**config.mk**
```make
export PLATFORM = sky130hd
export DESIGN_NAME = fetch_stage
export DESIGN_NICKNAME = d
export VERILOG_FILES = /design/src/rtl/fetch_stage.sv
export SDC_FILE = /design/constraint.sdc
export NUM_CORES = 1
export LEC_CHECK = 0
export ABC_CLOCK_PERIOD_IN_PS = 2300
export CAP_MARGIN = 5
export CORE_AREA = 3 3 83 65
export CTS_BUF_LIST = sky130_fd_sc_hd__clkbuf_2
export CTS_CLUSTER_DIAMETER = 150
export DETAILED_ROUTE_END_ITERATION = 8
export DIE_AREA = 0 0 86 68
export PLACE_DENSITY = 0.83
export SETUP_SLACK_MARGIN = 0.2
export SLEW_MARGIN = 20
export SYNTH_ARGS = -nofsm -noshare
export SYNTH_HDL_FRONTEND = slang
export SYNTH_SLANG_ARGS = --single-unit
```
**constraint.sdc**
```tcl
create_clock -name CLK -period 2.3 [get_ports CLK]
set_input_delay 0.575 -clock CLK [delete_from_list [all_inputs] [get_ports CLK]]
set_output_delay 0.575 -clock CLK [all_outputs]
set_load 0.02 [all_outputs]
```
**src/rtl/fetch_stage.sv**
```systemverilog
// Instruction fetch stage: PC register, IR capture with a valid/ready handshake and redirect.
// Optional halt detection is compiled in when FETCH_HALT_EN is defined.
module fetch_stage #(
  parameter logic [15:0] RESET_PC    = 16'h0000,
  parameter logic [3:0]  HALT_OPCODE = 4'hF
) (
  input  logic        CLK,
  input  logic        RST,
  output logic [15:0] imem_adr,
  input  logic [15:0] imem_q,
  input  logic        redirect,
  input  logic [15:0] redirect_pc,
  input  logic        ready,
  output logic        valid,
  output logic [15:0] ir,
  output logic [15:0] ir_pc,
  output logic        halted
);

  localparam logic [1:0] RUN  = 2'd0;
  localparam logic [1:0] HOLD = 2'd1;
`ifdef FETCH_HALT_EN
  localparam logic [1:0] HALT = 2'd2;
`endif

  logic [1:0]  state;
  logic [15:0] pc;
  logic        capture_halt;

  // The memory is read on the falling edge, so the address must come straight from pc.
  assign imem_adr = pc;

`ifdef FETCH_HALT_EN
  assign capture_halt = (imem_q[15:12] == HALT_OPCODE);
  assign halted       = (state == HALT);
`else
  assign capture_halt = 1'b0;
  assign halted       = 1'b0;
`endif

  always_ff @(posedge CLK) begin
    if (RST) begin
      pc    <= RESET_PC;
      state <= RUN;
      valid <= 1'b0;
      ir    <= 16'h0000;
      ir_pc <= 16'h0000;
    end else if (redirect) begin
      // Redirect beats every state and the handshake; the word in flight is dropped.
      pc    <= redirect_pc;
      valid <= 1'b0;
      state <= RUN;
`ifdef FETCH_HALT_EN
    end else if (state == HALT) begin
      if (valid && ready)
        valid <= 1'b0;
`endif
    end else if (valid && !ready) begin
      state <= HOLD;
    end else begin
      ir    <= imem_q;
      ir_pc <= pc;
      valid <= 1'b1;
      pc    <= pc + 16'd1;
`ifdef FETCH_HALT_EN
      state <= capture_halt ? HALT : RUN;
`else
      state <= RUN;
`endif
    end
  end

endmodule

```
# --- Word level (Yosys, flattened, before mapping) ---
# Cells that the tools add are included.
word_totals:
  regBits: 49
  inputBits: 36
  elab_cells: 14
op_classes:
  addsub: 1
  eq_ne: 1
  mux: 2
  bitwise_logic: 2
  n_reduce_logical: 4
ops:
  columns: ["op", "n"]
  rows:
  - ["16-bit two-way mux", 2]
  - ["16-bit by 1-bit adder with 16-bit output, second input constant", 1]
  - ["2-bit != test, second input constant", 1]
  - ["1-bit NOT", 2]
  - ["2-bit AND reduction", 1]
  - ["2-bit OR reduction", 1]
  - ["1-bit logical AND", 1]
  - ["1-bit logical NOT", 1]

# --- Logic depth before layout (Yosys ltp) ---
# Gate-level depths: netlist of run 1.
logic_depth:
  word_depth: 4
  depth_mapped: 6
  depth_no_buf: 5

# --- Worst setup path before layout of run 1 ---
# OpenSTA, ideal clock, no wires.
synth_path:
  kind: "register -> register"
  startpoint: "register pc[3] (netlist: imem_adr[3])"
  endpoint: "register pc[14] (netlist: imem_adr[14])"
  setup_time_ps: 112
  arrival_ps: 1715
  required_time_ps: 2188
  setup_slack_ps: 473
  stages_incl_launch_ff: 6
  period_less_slack_ps: 1827
  path_cell_list: "dfxtp_1 > and4_4 > nand4_4 > buf_6 > or3_1 > a2111oi_1"
synth_between:
  elab_chain_cells: 3
synth_rtl:
  columns: ["element", "line", "source"]
  rows:
  - ["start: declaration", "27", "logic [15:0] pc;"]
  - ["start signal: assignment", "50", "pc <= redirect_pc;"]
  - ["start signal: assignment", "64", "pc <= pc + 16'd1;"]
  - ["16-bit by 1-bit adder with 16-bit output", "64", null]
  - ["16-bit two-way mux", "58", "end else if (valid && !ready) begin"]
  - ["16-bit two-way mux", "48", "end else if (redirect) begin"]
# Every way passes these cells. The select of a mux whose other input is x is not followed.
# A chain may end at the register's enable or synchronous reset.

# --- Worst setup path after layout of run 1 ---
layout_path:
  startpoint: "register valid"
  endpoint: "output port valid"
layout_rtl:
  columns: ["element", "line", "source"]
  rows:
  - ["start: declaration", "14", "output logic valid,"]
  - ["start signal: assignment", "45", "valid <= 1'b0;"]
  - ["start signal: assignment", "51", "valid <= 1'b0;"]
  - ["start signal: assignment", "63", "valid <= 1'b1;"]
# No word-level cell between the ends.

==> impl_metrics.tcl, run 1 <==
set metrics [dict create \
    status "completed" \
    power_frac_seq_pct 53.8 \
    layout_commonest_cell "nand2_1" \
    endpoint "valid" \
    cp.arrival_ps 1440 \
    vias 2056 \
    timing.setup.tns_ps 0 \
    drv_slew 0 \
    cp_slowest_cell "clkdlybuf4s50_1" \
    htree_levels 2 \
    drt_iter0_drc 86 \
    final_layout_size_suffix_gt1_share_pct 9.792 \
    ys_seq_elements 49 \
    yosys_warnings 0 \
    slew-limit-headroom_pct 62.32 \
    antennaDiodeCount 0 \
    dp_hpwl_um 3938 \
    final_cell_mix "nand2_1, clkdlybuf4s50_1, dfxtp_1" \
    cp-end-kind "primary output" \
    setup_violations 0 \
    worstRegToRegCells 4 \
    netlist.area_leader.share_pct 48.48 \
    antenna_left 0 \
    post_cts_buffers 0 \
    root_buffer "clkbuf_2" \
    grt_pass1_wl_um 9011 \
    r2r_slack_ps 470 \
    syn_avg_cell_area_sq_um 8.029 \
    ys_types 37 \
    globalRoute.totalOverflow 0 \
    cts.hold.buffers_added 0 \
    areaGrowthSynthToFinish_pct 50.59 \
    crit_start "valid" \
    cts_tree "yes" \
    netlist_instances 252 \
    port_buffers 84 \
    syn-num-nets 289 \
    tightestPinTransition_ps 565.2 \
    firstDrtPassIters 4 \
    totalWireLength_um 5490 \
    fmax_mhz 496.7 \
    synth_area_sq_um 2023 \
    clock_path_buffers 2 \
    max_stage_delay_ps 610 \
    hp-start "ir[0]" \
    synthArstFlopShare_pct 0 \
    cp_max_fo 3 \
    synth.largest_area_cell "dfxtp_1" \
    coreArea_sq_um 4546 \
    p_per_area_nw_per_um2 578.4 \
    peakVddDrop_mv 0.4182 \
    criticalPathCategory "reg -> out" \
    fin_crit_ps 2013 \
    p_leak_nw 1.222 \
    post-route-drc-count 0 \
    gp_congestion 0.7409 \
    ys_seq_area_share_pct 48.48 \
    synthTopCellsByArea "dfxtp_1, nand2_1, a21oi_1" \
    cap_viol_max_count 0 \
    grt_pass1_vias 1885 \
    pwr-share-comb_pct 20.5 \
    fin_nets 373 \
    hold_viol_final 0 \
    r2r_start "imem_adr[5]" \
    dieWidth_um 86 \
    switchingPower_uw 497.5 \
    fin_util_pct 67.02 \
    rsz0062_at_grt "false" \
    clock-sinks 49 \
    timing.hold.worst_path_depth 2 \
    viasPerCell 5.218 \
    start_kind "flop" \
    cts_inserted_buffers 5 \
    synthFlopType "dfxtp_1" \
    critical_path_depth 1 \
    crit_family "buffers and inverters" \
    clock_skew_ps 24.28 \
    dieArea_sq_um 5848 \
    grt.total_usage_pct 19.11 \
    hold_path_class "reg -> reg" \
    clkPwrFrac_pct 25.6 \
    swShare_pct 28.23 \
    initial_core_util_pct 44.51 \
    antenna_found_initial 0 \
    floorplan.die.height_um 68 \
    timing.rr.end "imem_adr[13]" \
    crit_required_ps 1730 \
    synth_enable_flop_cells 0 \
    cts.clk_slew.worst_paths_ps 260 \
    cts_resized 13 \
    fin_crit_sh_pct 87.53 \
    fp-row-count 21 \
    wl_per_cell_um 13.93 \
    ios 86 \
    grt_max_degree 32 \
    clk_latency_ps 420 \
    crit_buf_inv 1 \
    cp_cell_sequence "clkdlybuf4s50_1" \
    p_int_mw 1.265 \
]
through the flow:
step	hold slack (ps)	worst slack [ps]	cells	power [mW]	area (sq um)
6_report	467.9	286.8	394	1.762	3047
3_3_place_gp	441.2	99.40	386	1.326	2948
4_1_cts	472.1	179.7	394	1.782	3020
2_1_floorplan	534.2	472.6	252	1.129	2023
5_1_grt	489.0	204.9	394	1.846	3047
3_5_place_dp	445.8	50.63	386	1.332	2948
cells by family after synthesis:
| family | after synthesis | synth area share, % |
|---|---|---|
| buffers and inverters | 21 | 4.514 |
| AND/OR/NAND/NOR | 117 | 26.10 |
| adder cells (fa/ha/maj) | 1 | 0.6183 |
| other | 1 | 0.1854 |
| flip-flops | 49 | 48.48 |
| AO/OA/AOI/OAI | 56 | 17.07 |
| XOR/XNOR | 7 | 3.030 |
area by class of cell:
type / instances / area, sq um
well taps: 57 / 71.32
multi-input cells: 182 / 953.4
fillers: 390 / 1499
flip-flops and latches: 49 / 996.0
repair buffers: 95 / 948.4
inverters: 3 / 11.26
clock buffers: 5 / 25.02
clock inverters: 3 / 41.29
how the worst min path moves through the flow:
stage,endpoint,slack [ps]
2_1_floorplan,ir_pc[13],530
3_3_place_gp,ir[10],440
3_5_place_dp,ir_pc[2],450
4_1_cts,ir_pc[2],470
5_1_grt,ir[0],490
6_report,ir[0],470
power groups by stage:
stage / Combinational, mW / Sequential, mW / Clock (mW)
6_report: 0.362 / 0.948 / 0.452
5_1_grt: 0.393 / 0.958 / 0.495
4_1_cts: 0.367 / 0.949 / 0.465
3_5_place_dp: 0.369 / 0.963 / 0
3_3_place_gp: 0.363 / 0.963 / 0
2_1_floorplan: 0.112 / 1.02 / 0
sequential cells by signal (all words and copies together) (netlist names):
signal	cells
imem_adr	16
ir_pc	16
ir	16
valid	1
per-layer routing:
layer / wire length (um) / GRT usage [%] / part of all wire, % / vias to the layer above
met5: 0 / 0 / 0 / -
met4: 33 / 3.557 / 0.60 / 0
met3: 462 / 5.656 / 8.4 / 5
met2: 2517 / 30.48 / 46 / 74
met1: 2477 / 25.95 / 45 / 946
li1: - / - / - / 1031
cells in the mapped netlist, types with 2 or more instances:
cell type  number
nand2_1        76
nor4_1          2
or4_1           2
dfxtp_1        49
nand4_1         5
o21ai_0         3
nor2_1         16
or3_1           3
a311oi_1        6
clkbuf_1        9
xnor2_1         3
buf_1           6
a21oi_1        33
inv_1           3
o31ai_1         3
a211oi_1        6
nand3_1         3
xor2_1          4
and2_1          2
No activity file was read; power rests on OpenSTA's default activity.
==> inputs of run 2 (changes only) <==
--- a/config.mk
+++ b/config.mk
@@ -7,11 +7,13 @@
 export LEC_CHECK = 0
 export ABC_CLOCK_PERIOD_IN_PS = 2300
 export CAP_MARGIN = 5
-export CORE_AREA = 3 3 83 65
+export CELL_PAD_IN_SITES_DETAIL_PLACEMENT = 0
+export CELL_PAD_IN_SITES_GLOBAL_PLACEMENT = 1
+export CORE_AREA = 3 3 98 76
 export CTS_BUF_LIST = sky130_fd_sc_hd__clkbuf_2
 export CTS_CLUSTER_DIAMETER = 150
 export DETAILED_ROUTE_END_ITERATION = 8
-export DIE_AREA = 0 0 86 68
+export DIE_AREA = 0 0 101 79
 export PLACE_DENSITY = 0.83
 export SETUP_SLACK_MARGIN = 0.2
 export SLEW_MARGIN = 20
==> run 2 against run 1 <==
  * Via count down 1.3%
  * Sequential share of layout area down 0.30 points
  * Non-clock buffer count up 2
  * Die area up 36%
  * Sequential cell count unchanged
  * Worst setup slack better by 22 ps
  * Count of clock-buffer cells in the layout up 1
  * Sequential power about the same
  * Maximum frequency up 1.1%
  * Power down 0.21%
  * Critical endpoint is now ir_pc[11]
  * Largest cell class unchanged
==> impl_metrics.tcl, run 2 (synthesis results as in run 1) <==
set metrics [dict create \
    globalRoute.totalOverflow 0 \
    p_leak_nw 1.193 \
    power_frac_seq_pct 53.8 \
    grt_max_degree 41 \
    clkPwrFrac_pct 25.7 \
    hold_ws_ps 470.4 \
    status "completed" \
    cts.clk_slew.worst_paths_ps 250 \
    vias 2030 \
    cp.arrival_ps 1420 \
    dieArea_sq_um 7979 \
    hold_path_class "reg -> reg" \
    cp_max_fo 2 \
    port_buffers 84 \
    wl_per_cell_um 13.81 \
    drv_slew 0 \
    criticalPathCategory "reg -> out" \
    grt_pass1_wl_um 9252 \
    fin_crit_sh_pct 86.58 \
    p_int_mw 1.265 \
    crit_buf_inv 1 \
    dieWidth_um 101 \
    antenna_found_initial 0 \
    crit_required_ps 1730 \
    clock_path_buffers 2 \
    ios 86 \
    coreArea_sq_um 6444 \
    n_fill_cell 649 \
    firstDrtPassIters 4 \
    p_per_area_nw_per_um2 574.1 \
    gp_congestion 0.7375 \
    post-route-drc-count 0 \
    swShare_pct 28.04 \
    areaGrowthSynthToFinish_pct 51.39 \
    timing.setup.tns_ps 0 \
    fin_util_pct 47.53 \
    setup_violations 0 \
    initial_core_util_pct 31.40 \
    cp_cell_sequence "clkdlybuf4s50_1" \
    fp-row-count 25 \
    clock_skew_ps 22.42 \
    antenna_left 0 \
    cts_inserted_buffers 5 \
    totalWireLength_um 5800 \
    tightestPinTransition_ps 752.1 \
    final_layout_size_suffix_gt1_share_pct 9.440 \
    grt.total_usage_pct 14.41 \
    dpl.cell_count 412 \
    hold_viol_final 0 \
    htree_levels 2 \
    crit_family "buffers and inverters" \
    cts.hold.buffers_added 0 \
    place_ws_ps 65.30 \
    drt_iter0_drc 82 \
    dp_hpwl_um 4062 \
    peakVddDrop_mv 0.1859 \
    pwr-share-comb_pct 20.5 \
    max_stage_delay_ps 610 \
    fin_cells 420 \
    fin_crit_ps 1991 \
    fin_nets 375 \
    slew-limit-headroom_pct 49.86 \
    antennaDiodeCount 0 \
    cap_viol_max_count 0 \
    cts_tree "yes" \
    clk_latency_ps 410 \
    cp_slowest_cell "clkdlybuf4s50_1" \
    worst_slack_ps 308.7 \
    switchingPower_uw 493.1 \
    root_buffer "clkbuf_2" \
    layout_commonest_cell "nand2_1" \
    viasPerCell 4.833 \
    cp-end-kind "primary output" \
    final_cell_mix "nand2_1, clkdlybuf4s50_1, dfxtp_1" \
    floorplan.die.height_um 79 \
    grt_pass1_vias 1922 \
    clock-sinks 49 \
    start_kind "flop" \
    rsz0062_at_grt "false" \
    fmax_mhz 502.2 \
]
## run 2: cell count changes in the layout (fill, tap and decap cells not counted)
cell / before / now
dfxtp_2: 9 / 6
dfxtp_1: 39 / 42
clkbuf_2: 5 / 6
dlygate4sd2_1: 4 / 12
dlymetal6s2s_1: 9 / 4
clkdlybuf4s50_1: 70 / 67
buf_4: 10 / 12
clkinvlp_4: 1 / 0
## run 2: power by group through the flow
stage / clock network, mW / logic, mW / registers (mW)
after floorplan: 0 / 0.112 / 1.02
after global placement: 0 / 0.373 / 0.962
after detailed placement: 0 / 0.375 / 0.962
after CTS: 0.481 / 0.367 / 0.948
after global routing: 0.516 / 0.393 / 0.955
final: 0.452 / 0.360 / 0.946
## run 2: repair_timing
action / in CTS / in global routing
setup endpoints to repair: 14 / 4
gates resized for setup: 19 / 5
pin swaps: 0 / 0
buffers inserted: 0 / 0
## run 2: final timing paths
path,start,slack [ps],depth (start not counted),end
setup / recovery,ir_pc[11],310,1,ir_pc[11]
setup reg to reg,imem_adr[4],490,4,imem_adr[15]
hold / removal,ir[2],470,2,ir[2]
hold reg to reg,ir[2],470,2,ir[2]
## run 2: tightest hold or removal path, stage by stage (launching register included)
cell and delay (ps):
dfxtp_1 360, nand2_1 50, a21oi_1 50
## run 2: per-layer routing
layer  global-route usage [%]  part of all wire, %
met2                    21.88                   44
met1                    20.05                   47
met3                    4.478                  8.7
met5                        0                    0
met4                    3.187                 0.38
## run 2: area by class of cell
class | count | area (sq um) | share of cell area [%]
tap | 81 | 101.3 | 3.309
sequential | 49 | 992.2 | 32.39
timing repair buffer | 97 | 940.9 | 30.72
multi-input combinational | 182 | 953.4 | 31.13
clock buffer | 6 | 30.03 | 0.9804
inverter | 3 | 11.26 | 0.3676
clock inverter | 2 | 33.78 | 1.103
## run 2: metrics by stage
stage                     area (sq um)  power [mW]
after global placement            2993       1.335
after detailed placement          2993       1.338
final                             3063       1.759
after global routing              3063       1.865
after floorplan                   2023       1.129
after CTS                         3050       1.796
==> inputs of run 3 (changes only) <==
--- a/config.mk
+++ b/config.mk
@@ -16,7 +16,7 @@
 export DIE_AREA = 0 0 101 79
 export PLACE_DENSITY = 0.83
 export SETUP_SLACK_MARGIN = 0.2
-export SLEW_MARGIN = 20
+export SLEW_MARGIN = 10
 export SYNTH_ARGS = -nofsm -noshare
 export SYNTH_HDL_FRONTEND = slang
 export SYNTH_SLANG_ARGS = --single-unit
==> results of run 3 <==
No change in the layout: final DEF, timing and power equal those of run 2.
